<file path="src/rtl/pio_mc_pkg.sv">
// Shared register offsets and edge-mode encoding for the multi-channel PIO.
package pio_mc_pkg;

  localparam logic [2:0] REG_DATA_IN   = 3'd0;
  localparam logic [2:0] REG_DATA_OUT  = 3'd1;
  localparam logic [2:0] REG_OUT_SET   = 3'd2;
  localparam logic [2:0] REG_OUT_CLR   = 3'd3;
  localparam logic [2:0] REG_IRQ_MASK  = 3'd4;
  localparam logic [2:0] REG_EDGE_CAP  = 3'd5;
  localparam logic [2:0] REG_EDGE_MODE = 3'd6;

  typedef enum logic [1:0] {
    EDGE_OFF  = 2'd0,
    EDGE_RISE = 2'd1,
    EDGE_FALL = 2'd2,
    EDGE_BOTH = 2'd3
  } edge_mode_e;

endpackage

</file>
<file path="src/rtl/pio_mc_channel.sv">
// One PIO channel: input sampler, edge capture, output/mask/mode registers.
// Define PIO_MC_SYNC_EN to put a 2-flop synchroniser in front of the sampler.
module pio_mc_channel
  import pio_mc_pkg::*;
#(
  parameter int          WIDTH     = 32,
  parameter logic [31:0] OUT_RESET = 32'h0
) (
  input  logic             clk,
  input  logic             rst_n,
  input  logic [WIDTH-1:0] i_pin,
  input  logic             i_wr,
  input  logic [2:0]       i_offset,
  input  logic [31:0]      i_wdata,
  output logic [WIDTH-1:0] o_pout,
  output logic [31:0]      o_rdata,
  output logic             o_irq_pending
);

  logic [WIDTH-1:0] r_sample;
  logic [WIDTH-1:0] r_prev;
  logic [WIDTH-1:0] r_out;
  logic [WIDTH-1:0] r_mask;
  logic [WIDTH-1:0] r_cap;
  edge_mode_e       r_mode;
  logic [WIDTH-1:0] w_wd;
  logic [WIDTH-1:0] w_edge;
  logic [WIDTH-1:0] w_clr;
  logic [WIDTH-1:0] w_cap_next;

  assign w_wd = i_wdata[WIDTH-1:0];

`ifdef PIO_MC_SYNC_EN
  logic [WIDTH-1:0] r_meta;
  always_ff @(posedge clk or negedge rst_n) begin
    if (!rst_n) begin
      r_meta   <= '0;
      r_sample <= '0;
    end else begin
      r_meta   <= i_pin;
      r_sample <= r_meta;
    end
  end
`else
  always_ff @(posedge clk or negedge rst_n) begin
    if (!rst_n) r_sample <= '0;
    else        r_sample <= i_pin;
  end
`endif

  always_comb begin
    w_edge = '0;
    case (r_mode)
      EDGE_RISE: w_edge = r_sample & ~r_prev;
      EDGE_FALL: w_edge = ~r_sample & r_prev;
      EDGE_BOTH: w_edge = r_sample ^ r_prev;
      default:   w_edge = '0;
    endcase
    w_clr = (i_wr && i_offset == REG_EDGE_CAP) ? w_wd : '0;
    // A new edge wins over a simultaneous write-1-to-clear.
    w_cap_next = (r_cap & ~w_clr) | w_edge;
  end

  always_ff @(posedge clk or negedge rst_n) begin
    if (!rst_n) begin
      r_prev <= '0;
      r_out  <= OUT_RESET[WIDTH-1:0];
      r_mask <= '0;
      r_cap  <= '0;
      r_mode <= EDGE_OFF;
    end else begin
      r_prev <= r_sample;
      r_cap  <= w_cap_next;
      if (i_wr) begin
        case (i_offset)
          REG_DATA_OUT:  r_out  <= w_wd;
          REG_OUT_SET:   r_out  <= r_out | w_wd;
          REG_OUT_CLR:   r_out  <= r_out & ~w_wd;
          REG_IRQ_MASK:  r_mask <= w_wd;
          REG_EDGE_MODE: r_mode <= edge_mode_e'(i_wdata[1:0]);
          default: ;
        endcase
      end
    end
  end

  always_comb begin
    o_rdata = '0;
    case (i_offset)
      REG_DATA_IN:   o_rdata = 32'(r_sample);
      REG_DATA_OUT:  o_rdata = 32'(r_out);
      REG_IRQ_MASK:  o_rdata = 32'(r_mask);
      REG_EDGE_CAP:  o_rdata = 32'(r_cap);
      REG_EDGE_MODE: o_rdata = 32'(r_mode);
      default:       o_rdata = '0;
    endcase
  end

  assign o_pout        = r_out;
  assign o_irq_pending = |(r_cap & r_mask);

endmodule

</file>
<file path="src/rtl/pio_mc.sv">
// Multi-channel PIO behind an Avalon-MM slave: address decode, registered read
// path and interrupt. Input synchroniser is enabled by defining PIO_MC_SYNC_EN.
module pio_mc
  import pio_mc_pkg::*;
#(
  parameter int          CHANNELS  = 2,
  parameter int          WIDTH     = 32,
  parameter logic [31:0] OUT_RESET = 32'h0
) (
  input  logic                          clk_clk,
  input  logic                          reset_reset_n,
  input  logic [$clog2(CHANNELS)+2:0]   avs_address,
  input  logic                          avs_read,
  input  logic                          avs_write,
  input  logic [31:0]                   avs_writedata,
  output logic [31:0]                   avs_readdata,
  output logic                          avs_readdatavalid,
  input  logic [CHANNELS*WIDTH-1:0]     pio_in,
  output logic [CHANNELS*WIDTH-1:0]     pio_out,
  output logic                          irq
);

  localparam int AW = $clog2(CHANNELS) + 3;

  logic [AW-1:0]       w_chan;
  logic                w_rd_acc;
  logic [CHANNELS-1:0] w_pend;
  logic [31:0]         w_rdata [CHANNELS];
  logic [31:0]         w_rd_mux;
  logic [31:0]         r_readdata;
  logic                r_rdv;
  logic                r_irq;

  assign w_chan   = avs_address >> 3;
  // A write beats a coincident read; the read is dropped entirely.
  assign w_rd_acc = avs_read & ~avs_write;

  generate
    for (genvar gi = 0; gi < CHANNELS; gi++) begin : g_ch
      logic w_sel;
      assign w_sel = (w_chan == AW'(gi));
      pio_mc_channel #(
        .WIDTH     (WIDTH),
        .OUT_RESET (OUT_RESET)
      ) u_ch (
        .clk           (clk_clk),
        .rst_n         (reset_reset_n),
        .i_pin         (pio_in[gi*WIDTH +: WIDTH]),
        .i_wr          (avs_write & w_sel),
        .i_offset      (avs_address[2:0]),
        .i_wdata       (avs_writedata),
        .o_pout        (pio_out[gi*WIDTH +: WIDTH]),
        .o_rdata       (w_rdata[gi]),
        .o_irq_pending (w_pend[gi])
      );
    end
  endgenerate

  // Out-of-range channel indices match nothing and read back as zero.
  always_comb begin
    w_rd_mux = '0;
    for (int c = 0; c < CHANNELS; c++) begin
      if (w_chan == AW'(c)) w_rd_mux = w_rdata[c];
    end
  end

  always_ff @(posedge clk_clk or negedge reset_reset_n) begin
    if (!reset_reset_n) begin
      r_readdata <= '0;
      r_rdv      <= 1'b0;
      r_irq      <= 1'b0;
    end else begin
      r_rdv <= w_rd_acc;
      r_irq <= |w_pend;
      if (w_rd_acc) r_readdata <= w_rd_mux;
    end
  end

  assign avs_readdata      = r_readdata;
  assign avs_readdatavalid = r_rdv;
  assign irq               = r_irq;

endmodule

</file>
<file path="config.mk">
export PLATFORM = sky130hd
export DESIGN_NAME = pio_mc
export DESIGN_NICKNAME = d
export VERILOG_FILES = /design/src/rtl/pio_mc_pkg.sv /design/src/rtl/pio_mc_channel.sv /design/src/rtl/pio_mc.sv
export SDC_FILE = /design/constraint.sdc
export NUM_CORES = 1
export LEC_CHECK = 0
export CAP_MARGIN = 25
export CORE_UTILIZATION = 57
export DETAILED_ROUTE_END_ITERATION = 7
export GPL_TIMING_DRIVEN = 0
export PLACE_DENSITY = 0.81
export SLEW_MARGIN = 10
export SYNTH_ARGS = -nofsm -noshare
export SYNTH_HDL_FRONTEND = slang
export SYNTH_SLANG_ARGS = --single-unit
</file>
<file path="constraint.sdc">
create_clock -name clk_clk -period 2.25 [get_ports clk_clk]
set_clock_uncertainty 0.2 [all_clocks]
set_input_delay 0.225 -clock clk_clk [delete_from_list [all_inputs] [get_ports clk_clk]]
set_output_delay 0.225 -clock clk_clk [all_outputs]
set_load 0.05 [all_outputs]
</file>
==> impl_metrics.py <==
metrics = {
    "timing": {
        "drv_slew": 0,
        "final.setup.tns_ns": -0.0675,
        "relSlewSlack_pct": 29.3,
        "final-setup-viol-count": 4,
        "worst_slack_ns": -0.0504,
        "rsz0062_at_grt": "false",
        "fin_crit_sh_pct": 102,
        "final.min_clock_period_ns": 2.30,
        "hold_viol_final": 0,
        "whs_ns": 0.00344,
        "clock.fmax_ghz": 0.435,
        "worstMarginPinSlew_ns": 1.06,
    },
    "routing": {
        "drtIter0Drc": 1933,
        "drc": 13,
        "viasPerCell": 6.75,
        "drt_first_pass_iters": 7,
        "drt-total-wl_mm": 70.3,
        "vias": 16095,
        "wl_per_cell_microns": 29.5,
        "ant_nets": 0,
    },
    "clock_tree": {
        "cts_buffer_depth": 3,
        "insertion_delay_ns": 0.54,
        "htreeDepth": 2,
        "clock-sinks": 358,
        "clockRootBuffer": "clkbuf_16",
        "cts_made_buffers": 40,
        "clk_pin_slew_worst_paths_ns": 0.06,
        "cts_tree": "built",
    },
    "die": {
        "fp.dieH_microns": 180,
        "start_util_pct": 58.3,
        "core_area_sq_mm": 0.0308,
        "die_area_sq_mm": 0.0323,
        "rows": 64,
        "die-width_microns": 180,
        "ios": 202,
    },
    "status": {
        "violations": "DRC, setup timing",
        "outcome": "finished, violations left",
    },
    "yosys": {
        "synth_cell_types": 49,
        "ys.flop_type": "dfrtp_1",
        "synth_seq_cells": 358,
        "yosys_warnings": 0,
        "ys_top_cells_by_area": "dfrtp_1 (50%), ha_1 (8.9%), a21oi_1 (3.7%)",
        "avgSynthCellArea_sq_um": 10.9,
        "synth_cells": 1651,
        "yosysTopAreaCell": "dfrtp_1",
        "yosys.area.top_type_share_pct": 49.8,
        "synth-edff-count": 0,
        "syn_nets": 1883,
        "synth-async-reset-ratio_pct": 100,
        "syn_area_sq_mm": 0.0180,
        "seq_area_frac_synth_pct": 49.8,
    },
    "placed_design": {
        "dpl_worst_slack_ns": -1.09,
        "dpl.hpwl_mm": 48.7,
        "place.gp.congestion": 0.982,
        "dp_cells": 2249,
        "port_buffers": 199,
    },
    "critical_path": {
        "worstRegToRegCells": 4,
        "cp-endpoint": "avs_readdata[19]",
        "crit_start": "avs_address[2]",
        "critPathMostFrequentCell": "buf_4",
        "r2r-end": "irq",
        "cp_max_fo": 10,
        "critPathCaptureType": "flop",
        "critPathMaxStageDelay_ns": 0.53,
        "critPathRequiredTime_ns": 2.46,
        "cp_data_arrival_time_ns": 2.51,
        "rrSetupSlack_ns": -0.01,
        "cpMaxStageDelayCell": "a311oi_2",
        "critPathKind": "in -> reg",
        "r2r_start": "g_ch[1].u_ch.r_mask[30]",
        "start_kind": "input port",
        "worstPathCellList": "clkdlybuf4s15_1 -> buf_4 -> buf_6 -> buf_4 -> mux2i_1 -> nor2_1 -> a311oi_2 -> o31ai_1",
    },
    "min_path": {
        "holdCritPathClass": "in -> async",
    },
    "final_layout": {
        "multiInputGateArea_sq_mm": 0.00807,
        "finalNonFillerCells": 2386,
        "fin_nets": 2195,
        "mostFrequentLayoutCells": "dfrtp_1 (358), clkdlybuf4s50_1 (169), nor2_1 (147)",
        "area_growth_pct": 26.6,
        "seq_area_sq_mm": 0.00896,
        "diodes": 0,
        "fill_cells": 2104,
        "final_common_cell": "dfrtp_1",
        "drive_above_1_share_pct": 11.0,
    },
    "flow_run": {
        "drv_cap": 0,
    },
    "global_route": {
        "busiest_layer": "met2",
        "globalRouteOverflowTotal": 0,
        "grt.total_usage_pct": 43.7,
        "use_met3_pct": 9.60,
        "grt_antenna_before_repair": 1,
        "met2_usage_pct": 67.8,
        "grt_max_degree": 111,
        "use_met1_pct": 56.5,
        "grt_pass1_vias": 16474,
        "grt_pass1_wl_mm": 104,
    },
    "pwr": {
        "power_leakage_nw": 10.6,
        "p_total_w": 0.0189,
        "powerDensity_mw_per_mm2": 831,
        "ir_worst_vdd_v": 0.000640,
    },
}
[critical path, delay by kind of cell]
family                 cells  cell delay (ns)
buffers and inverters      4             1.32
AO/OA/AOI/OAI              2             0.64
multiplexers               1             0.23
AND/OR/NAND/NOR            1             0.07
[synthesized netlist by cell type (5+ instances only)]
cell type	n
dfrtp_1	358
o32ai_1	6
ha_1	128
mux2i_1	60
nand4_1	5
a21boi_1	44
buf_4	6
a21boi_0	20
a32o_1	5
a22o_1	17
inv_1	139
a221oi_1	46
mux2_1	30
nand3_1	28
o31ai_1	22
a211oi_1	69
a21oi_1	132
mux2_4	30
o21ai_1	23
mux2_2	12
nand2b_1	6
clkbuf_1	67
buf_2	41
o21ai_0	51
a221o_1	66
nand2_1	35
a311oi_1	20
nor2_1	147
nor2b_1	6
[where the power goes]
group	total [W]	switching, W	leakage (nW)	internal, W
clock	0.00671	0.00274	0.648	0.00397
combinational	0.00426	0.00262	5.73	0.00163
sequential	0.00795	0.000837	4.22	0.00712
total	0.0189	0.00620	10.6	0.0127
[flip-flops by register name, summed over array words and instances, names as in the netlist]
| signal | flops |
|---|---|
| g_ch.u_ch.o_pout | 64 |
| g_ch.u_ch.r_sample | 64 |
| irq | 1 |
| g_ch.u_ch.r_mask | 64 |
| g_ch.u_ch.r_prev | 64 |
| avs_readdatavalid | 1 |
| g_ch.u_ch.r_cap | 64 |
| avs_readdata | 32 |
| g_ch.u_ch.r_mode | 4 |
[final cells by class]
| type | count | area share [%] |
|---|---|---|
| flip-flops and latches | 358 | 39.3 |
| multi-input cells | 1035 | 35.5 |
| repair buffers | 274 | 12.3 |
| clock buffers | 57 | 5.17 |
| plain buffers | 114 | 2.57 |
| inverters | 140 | 2.31 |
| well taps | 396 | 2.18 |
| clock inverters | 12 | 0.632 |
[worst min path at each step]
stage / cells past startpoint / startpoint / end
2_1_floorplan: 0 / reset_reset_n / avs_readdata[0]
3_3_place_gp: 0 / g_ch[1].u_ch.r_sample[18] / g_ch[1].u_ch.r_prev[18]
3_5_place_dp: 1 / reset_reset_n / g_ch[1].u_ch.r_sample[28]
4_1_cts: 2 / reset_reset_n / g_ch[1].u_ch.r_sample[28]
5_1_grt: 2 / reset_reset_n / g_ch[1].u_ch.r_sample[28]
6_report: 2 / reset_reset_n / g_ch[1].u_ch.r_sample[28]
[stage by stage]
step	cell area [sq um]	utilization (%)
CTS	22700	73.6
global route	22800	73.9
global placement	20500	66.4
floorplan	18000	-
detailed placement	20600	66.7
finish	22800	73.9
[what timing repair did]
item | in CTS | in global routing
endpoints found under the setup margin | 130 | 132
resized for setup | 49 | 49
hold buffers | 65 | 0
pin swaps | 5 | 2
cloned | 1 | 0
buffers inserted | 5 | 2
hold endpoints to repair | 317 | 0
[cell families after synthesis]
logic type	Yosys count	synth area share, %
AO/OA/AOI/OAI	531	21.0
flip-flops	358	49.8
buffers and inverters	259	5.98
AND/OR/NAND/NOR	243	5.87
multiplexers	132	8.47
adder cells (fa/ha/maj)	128	8.90
[layer usage]
metal,wire length [microns],up-vias
li1,-,6602
met1,26400,7997
met2,31400,1213
met3,8010,281
met4,4500,2
met5,9,-
No activity file was read; power rests on OpenSTA's default activity.
